--- src/rtl/bool_equiv_sweep_if.sv ---
// Handshake and vector bus between the sweep checker and the stimulus/expression harness.
interface bool_equiv_sweep_if #(
    parameter int N = 2
);
    logic         start;
    logic         stop_on_fail;
    logic         f_a;
    logic         f_b;
    logic         dc;
    logic [N-1:0] vec;
    logic         busy;
    logic         done;
    logic         equal;
    logic [N:0]   mismatch_cnt;
    logic [N-1:0] first_bad;
    logic         first_valid;

    modport master (
        output start, stop_on_fail, f_a, f_b, dc,
        input  vec, busy, done, equal, mismatch_cnt, first_bad, first_valid
    );

    modport slave (
        input  start, stop_on_fail, f_a, f_b, dc,
        output vec, busy, done, equal, mismatch_cnt, first_bad, first_valid
    );
endinterface

--- src/rtl/bool_equiv_sweep.sv ---
// Exhaustive sequential equivalence sweep of two N-input Boolean expressions,
// with don't-care masking, mismatch counting and optional stop at first failure.
module bool_equiv_sweep #(
    parameter int N = 2
) (
    input logic               clk,
    input logic               rst_n,
    bool_equiv_sweep_if.slave bus
);
    typedef enum logic [1:0] {IDLE, SWEEP, DONE} state_t;

    state_t       state_q, state_d;
    logic [N-1:0] vec_q;
    logic [N:0]   cnt_q;
    logic [N-1:0] first_bad_q;
    logic         first_valid_q;
    logic         stop_q;
    logic         clear;
    logic         mismatch;
    logic         last_vec;

    assign mismatch = (state_q == SWEEP) && (bus.f_a != bus.f_b) && !bus.dc;
    assign last_vec = (vec_q == {N{1'b1}});

    always_comb begin
        state_d = state_q;
        clear   = 1'b0;
        case (state_q)
            IDLE, DONE: begin
                if (bus.start) begin
                    state_d = SWEEP;
                    clear   = 1'b1;
                end
            end
            SWEEP: begin
                // Terminal vector ends the sweep here, so vec never wraps
                if (last_vec || (stop_q && mismatch)) state_d = DONE;
            end
            default: state_d = IDLE;
        endcase
    end

    always_ff @(posedge clk or negedge rst_n) begin
        if (!rst_n) begin
            state_q       <= IDLE;
            vec_q         <= '0;
            cnt_q         <= '0;
            first_bad_q   <= '0;
            first_valid_q <= 1'b0;
            stop_q        <= 1'b0;
        end else begin
            state_q <= state_d;
            if (clear) begin
                vec_q         <= '0;
                cnt_q         <= '0;
                first_bad_q   <= '0;
                first_valid_q <= 1'b0;
                stop_q        <= bus.stop_on_fail;
            end else if (state_q == SWEEP) begin
                if (mismatch) begin
                    cnt_q <= cnt_q + (N+1)'(1);
                    if (!first_valid_q) begin
                        first_bad_q   <= vec_q;
                        first_valid_q <= 1'b1;
                    end
                end
                if (state_d == SWEEP) vec_q <= vec_q + N'(1);
            end
        end
    end

    assign bus.vec          = vec_q;
    assign bus.busy         = (state_q == SWEEP);
    assign bus.done         = (state_q == DONE);
    assign bus.equal        = (state_q == DONE) && (cnt_q == '0);
    assign bus.mismatch_cnt = cnt_q;
    assign bus.first_bad    = first_bad_q;
    assign bus.first_valid  = first_valid_q;
endmodule

--- src/flat_wrapper.sv ---
// flat-port wrapper written by rule: the top's interface ports become plain ports
module bool_equiv_sweep_flat 
#(
    parameter int N = 2
)
  (clk, rst_n, bus_start, bus_stop_on_fail, bus_f_a, bus_f_b, bus_dc, bus_vec, bus_busy, bus_done, bus_equal, bus_mismatch_cnt, bus_first_bad, bus_first_valid);
  bool_equiv_sweep_if #(.N(N)) bus_i ();
  input logic clk;
  input logic rst_n;
  input wire logic [$bits(bus_i.start)-1:0] bus_start;
  input wire logic [$bits(bus_i.stop_on_fail)-1:0] bus_stop_on_fail;
  input wire logic [$bits(bus_i.f_a)-1:0] bus_f_a;
  input wire logic [$bits(bus_i.f_b)-1:0] bus_f_b;
  input wire logic [$bits(bus_i.dc)-1:0] bus_dc;
  output wire logic [$bits(bus_i.vec)-1:0] bus_vec;
  output wire logic [$bits(bus_i.busy)-1:0] bus_busy;
  output wire logic [$bits(bus_i.done)-1:0] bus_done;
  output wire logic [$bits(bus_i.equal)-1:0] bus_equal;
  output wire logic [$bits(bus_i.mismatch_cnt)-1:0] bus_mismatch_cnt;
  output wire logic [$bits(bus_i.first_bad)-1:0] bus_first_bad;
  output wire logic [$bits(bus_i.first_valid)-1:0] bus_first_valid;
  assign bus_i.start = bus_start;
  assign bus_i.stop_on_fail = bus_stop_on_fail;
  assign bus_i.f_a = bus_f_a;
  assign bus_i.f_b = bus_f_b;
  assign bus_i.dc = bus_dc;
  assign bus_vec = bus_i.vec;
  assign bus_busy = bus_i.busy;
  assign bus_done = bus_i.done;
  assign bus_equal = bus_i.equal;
  assign bus_mismatch_cnt = bus_i.mismatch_cnt;
  assign bus_first_bad = bus_i.first_bad;
  assign bus_first_valid = bus_i.first_valid;
  bool_equiv_sweep #(.N(N)) u_core (.clk(clk), .rst_n(rst_n), .bus(bus_i));
endmodule
--- config.mk ---
export PLATFORM = sky130hd
export DESIGN_NAME = bool_equiv_sweep_flat
export DESIGN_NICKNAME = d
export VERILOG_FILES = /design/src/rtl/bool_equiv_sweep_if.sv /design/src/rtl/bool_equiv_sweep.sv /design/src/flat_wrapper.sv
export SDC_FILE = /design/constraint.sdc
export NUM_CORES = 1
export LEC_CHECK = 0
export ABC_AREA = 1
export CELL_PAD_IN_SITES_DETAIL_PLACEMENT = 0
export CELL_PAD_IN_SITES_GLOBAL_PLACEMENT = 2
export CORE_UTILIZATION = 26
export DETAILED_ROUTE_END_ITERATION = 7
export PLACE_DENSITY_LB_ADDON = 0.1
export REMOVE_ABC_BUFFERS = 1
export SLEW_MARGIN = 15
export SYNTH_ARGS = -nofsm -noshare
export SYNTH_HDL_FRONTEND = slang
export SYNTH_SLANG_ARGS = --single-unit
--- constraint.sdc ---
create_clock -name clk -period 2.55 [get_ports clk]
set_input_delay 0.51 -clock clk [delete_from_list [all_inputs] [get_ports clk]]
set_output_delay 0.51 -clock clk [all_outputs]
set_load 0.01 [all_outputs]
==> results.tsv <==
stage	metric	value	unit
status	status	finished clean	
clocking	cts_tree	built	
global_route	grt.overflow.total	0	
drt	wirelength	1240	µm
final_layout	nFillCells	228	
clocking	root_buffer	clkbuf_4	
power	leakagePower	0.000445	µW
sta	setup_slack	482	ps
clocking	path_clk_slew	70	ps
drt	final_antenna_net_count	0	
sta	fmax	484	MHz
clocking	cts_sinks	11	
placement	placed_cell_area	800	µm²
power	power.switching	332	µW
sta	rsz0062_at_grt	no	
power	cellInternalPower	507	µW
run	max_cap_viol_count	0	
sta	drv_slew	0	
power	pwr-share-seq	0.349	
sta	finalSetupViolCount	0	
global_route	grt_pass1_wl	2260	µm
logic_synthesis	synth_cell_types	15	
clocking	cts_max_level	1	
sta	timing.final.crit_share	0.811	
placement	dp.cells	121	
power	power_density	1020	nW/µm²
worst_hold_path	hp-class	reg2reg	
clocking	cts_resized	0	
worst_setup_path	critPathLaunchType	register	
drt	drt_pass1_iterations	3	
floorplan	design.die.area	2490	µm²
power	sw_frac_of_total	0.395	
sta	tightest_slew	500	ps
drt	avgRoutedWirePerCell	9.91	µm
logic_synthesis	netlist_area	596	µm²
sta	post-route-min-period	2070	ps
sta	fin_hold_ws	472	ps
sta	setup_tns	0	ps
floorplan	pin_count	18	
drt	vias	507	
clocking	cts_hold_buf	0	
sta	hold_viol	0	
logic_synthesis	synth_seq_cells	11	
worst_setup_path	cp_top_family	buffers and inverters	
power	pwr-share-clk	0.143	
global_route	grt_usage	0.125	
worst_setup_path	endpoint_kind	primary output	
global_route	grt_pass1_vias	531	
worst_setup_path	max_stage_delay	530	ps
placement	gp_congestion	0.689	
global_route	antenna_found_initial	0	
logic_synthesis	netlist_instances	77	
worst_setup_path	crit_chain	inv_1 > ha_1 > nand2_1 > nor2_1 > clkdlybuf4s50_1	
logic_synthesis	ys_warn_count	0	
placement	dp_hpwl	989	µm
worst_setup_path	required	2040	ps
worst_setup_path	crit_buf_inv	2	
placement	portBuffers	17	
sta	finClkSkew	0.822	ps
final_layout	num_antenna_cells	0	
drt	via_per_inst	4.06	
worst_setup_path	critPathSlowestCell	clkdlybuf4s50_1	
logic_synthesis	synth_area_per_cell	7.73	µm²
floorplan	fp.dieH	49.9	µm
global_route	grt_max_degree	12	
worst_setup_path	cp.arrival	1560	ps
final_layout	areaGrowthSynthToFinish	38.7	%
sta	slew_headroom	0.665	
final_layout	postLayoutCellArea	826	µm²
floorplan	start_util	0.289	
power	ir_drop	0.400	mV
worst_setup_path	critical_path_class	reg2out	
floorplan	rows	16	
logic_synthesis	ys_seq_area_frac	0.462	
clocking	insertion_delay	260	ps
final_layout	final_cells	125	
final_layout	drive_gt1_frac	0.122	
floorplan	die_width	49.9	µm
drt	drt-initial-drc-count	2	
placement	place_ws	751	ps
drt	drc	0	
clocking	cts_buffer_depth	2	
power	pwr-share-comb	0.508	
floorplan	fp.coreArea	2060	µm²
clocking	post-cts-setup-buffer-count	0	
clocking	numCtsBuffers	3	
final_layout	num-nets-final	109	
worst_setup_path	critPathMaxFanout	3	
-- Yosys cell counts --
library cell / number / area [µm²]
nand3_1: 5 / 25.0
clkinv_2: 2 / 10.0
xor2_1: 1 / 8.76
nor2_2: 3 / 18.8
nand2_2: 1 / 6.26
nand3_2: 1 / 10.0
nand2_4: 1 / 11.3
nand2_1: 25 / 93.8
dfrtp_1: 11 / 275
inv_2: 1 / 3.75
ha_1: 3 / 37.5
o21ai_0: 3 / 15.0
nand4_1: 2 / 12.5
nor2_1: 6 / 22.5
inv_1: 12 / 45.0
-- area by class of cell --
cell class	count	area [µm²]	area share
timing repair buffer	17	170	0.206
clock buffer	4	26.3	0.0318
multi-input combinational	51	262	0.317
sequential	11	275	0.333
inverter	15	58.8	0.0712
tap	27	33.8	0.0409
-- per-layer routing --
layer | vias to the layer above | global-route usage | part of all wire
met1 | 222 | 0.157 | 0.47
li1 | 273 | - | -
met4 | 0 | 0.0714 | 0.0073
met2 | 10 | 0.196 | 0.47
met3 | 2 | 0.0247 | 0.047
met5 | - | 0 | 0
-- final timing paths --
kind	slack (ps)	to	from	cells past startpoint
max	480	bus_equal	u_core.bus.mismatch_cnt[0]$_DFFE_PN0P_	5
min	470	u_core.stop_q$_DFFE_PN0P_	u_core.stop_q$_DFFE_PN0P_	2
max reg2reg	1420	u_core.bus.mismatch_cnt[1]$_DFFE_PN0P_	u_core.state_q[0]$_DFF_PN0_	4
min reg2reg	470	u_core.stop_q$_DFFE_PN0P_	u_core.stop_q$_DFFE_PN0P_	2
max in group asynchronous	1640	u_core.bus.vec[1]$_DFFE_PN0P_	rst_n	1
min in group asynchronous	580	u_core.bus.mismatch_cnt[1]$_DFFE_PN0P_	rst_n	1
-- state kept, by name (all words and copies together), names as in the netlist --
name,flops
u_core.bus.first_valid,1
u_core.bus.vec,2
u_core.bus.mismatch_cnt,3
u_core.stop_q,1
u_core.bus.first_bad,2
u_core.state_q,2
-- cells in the final DEF (no fill, tap or decap) --
cell             synthesis  layout
nand2_1                 25      25
clkdlybuf4s50_1          0      17
inv_1                   12      12
dfrtp_1                 11      11
nor2_1                   6       6
nand3_1                  5       5
nor2_2                   3       3
o21ai_0                  3       3
ha_1                     3       3
clkbuf_4                 0       3
clkinv_2                 2       2
nand4_1                  2       2
nand3_2                  1       1
inv_2                    1       1
nand2_2                  1       1
xor2_1                   1       1
nand2_4                  1       1
clkbuf_1                 0       1
-- worst min-delay path, delay by kind of cell (launching register included) --
kind             cells  cell delay [ps]
flip-flops           1              340
AND/OR/NAND/NOR      2              100
-- power groups by stage --
stage	registers [µW]	logic [µW]	clock network (µW)
final	293	426	120
after global routing	303	492	135
after CTS	295	438	127
after detailed placement	298	435	0
after global placement	296	437	0
after floorplan	315	227	0
-- cells by family after synthesis --
kind of cell / count (synthesis) / synth area share
compound gates: 3 / 0.0252
xor+xnor: 1 / 0.0147
fa+ha+maj: 3 / 0.0630
buf+inv: 15 / 0.0987
flops: 11 / 0.462
simple gates: 44 / 0.336
-- per-stage QoR --
| step | utilization | power (µW) |
|---|---|---|
| after floorplan | - | 542 |
| after global placement | 0.388 | 734 |
| after detailed placement | 0.388 | 733 |
| after CTS | 0.400 | 860 |
| after global routing | 0.400 | 930 |
| final | 0.400 | 839 |
No activity file was read; power rests on OpenSTA's default activity.
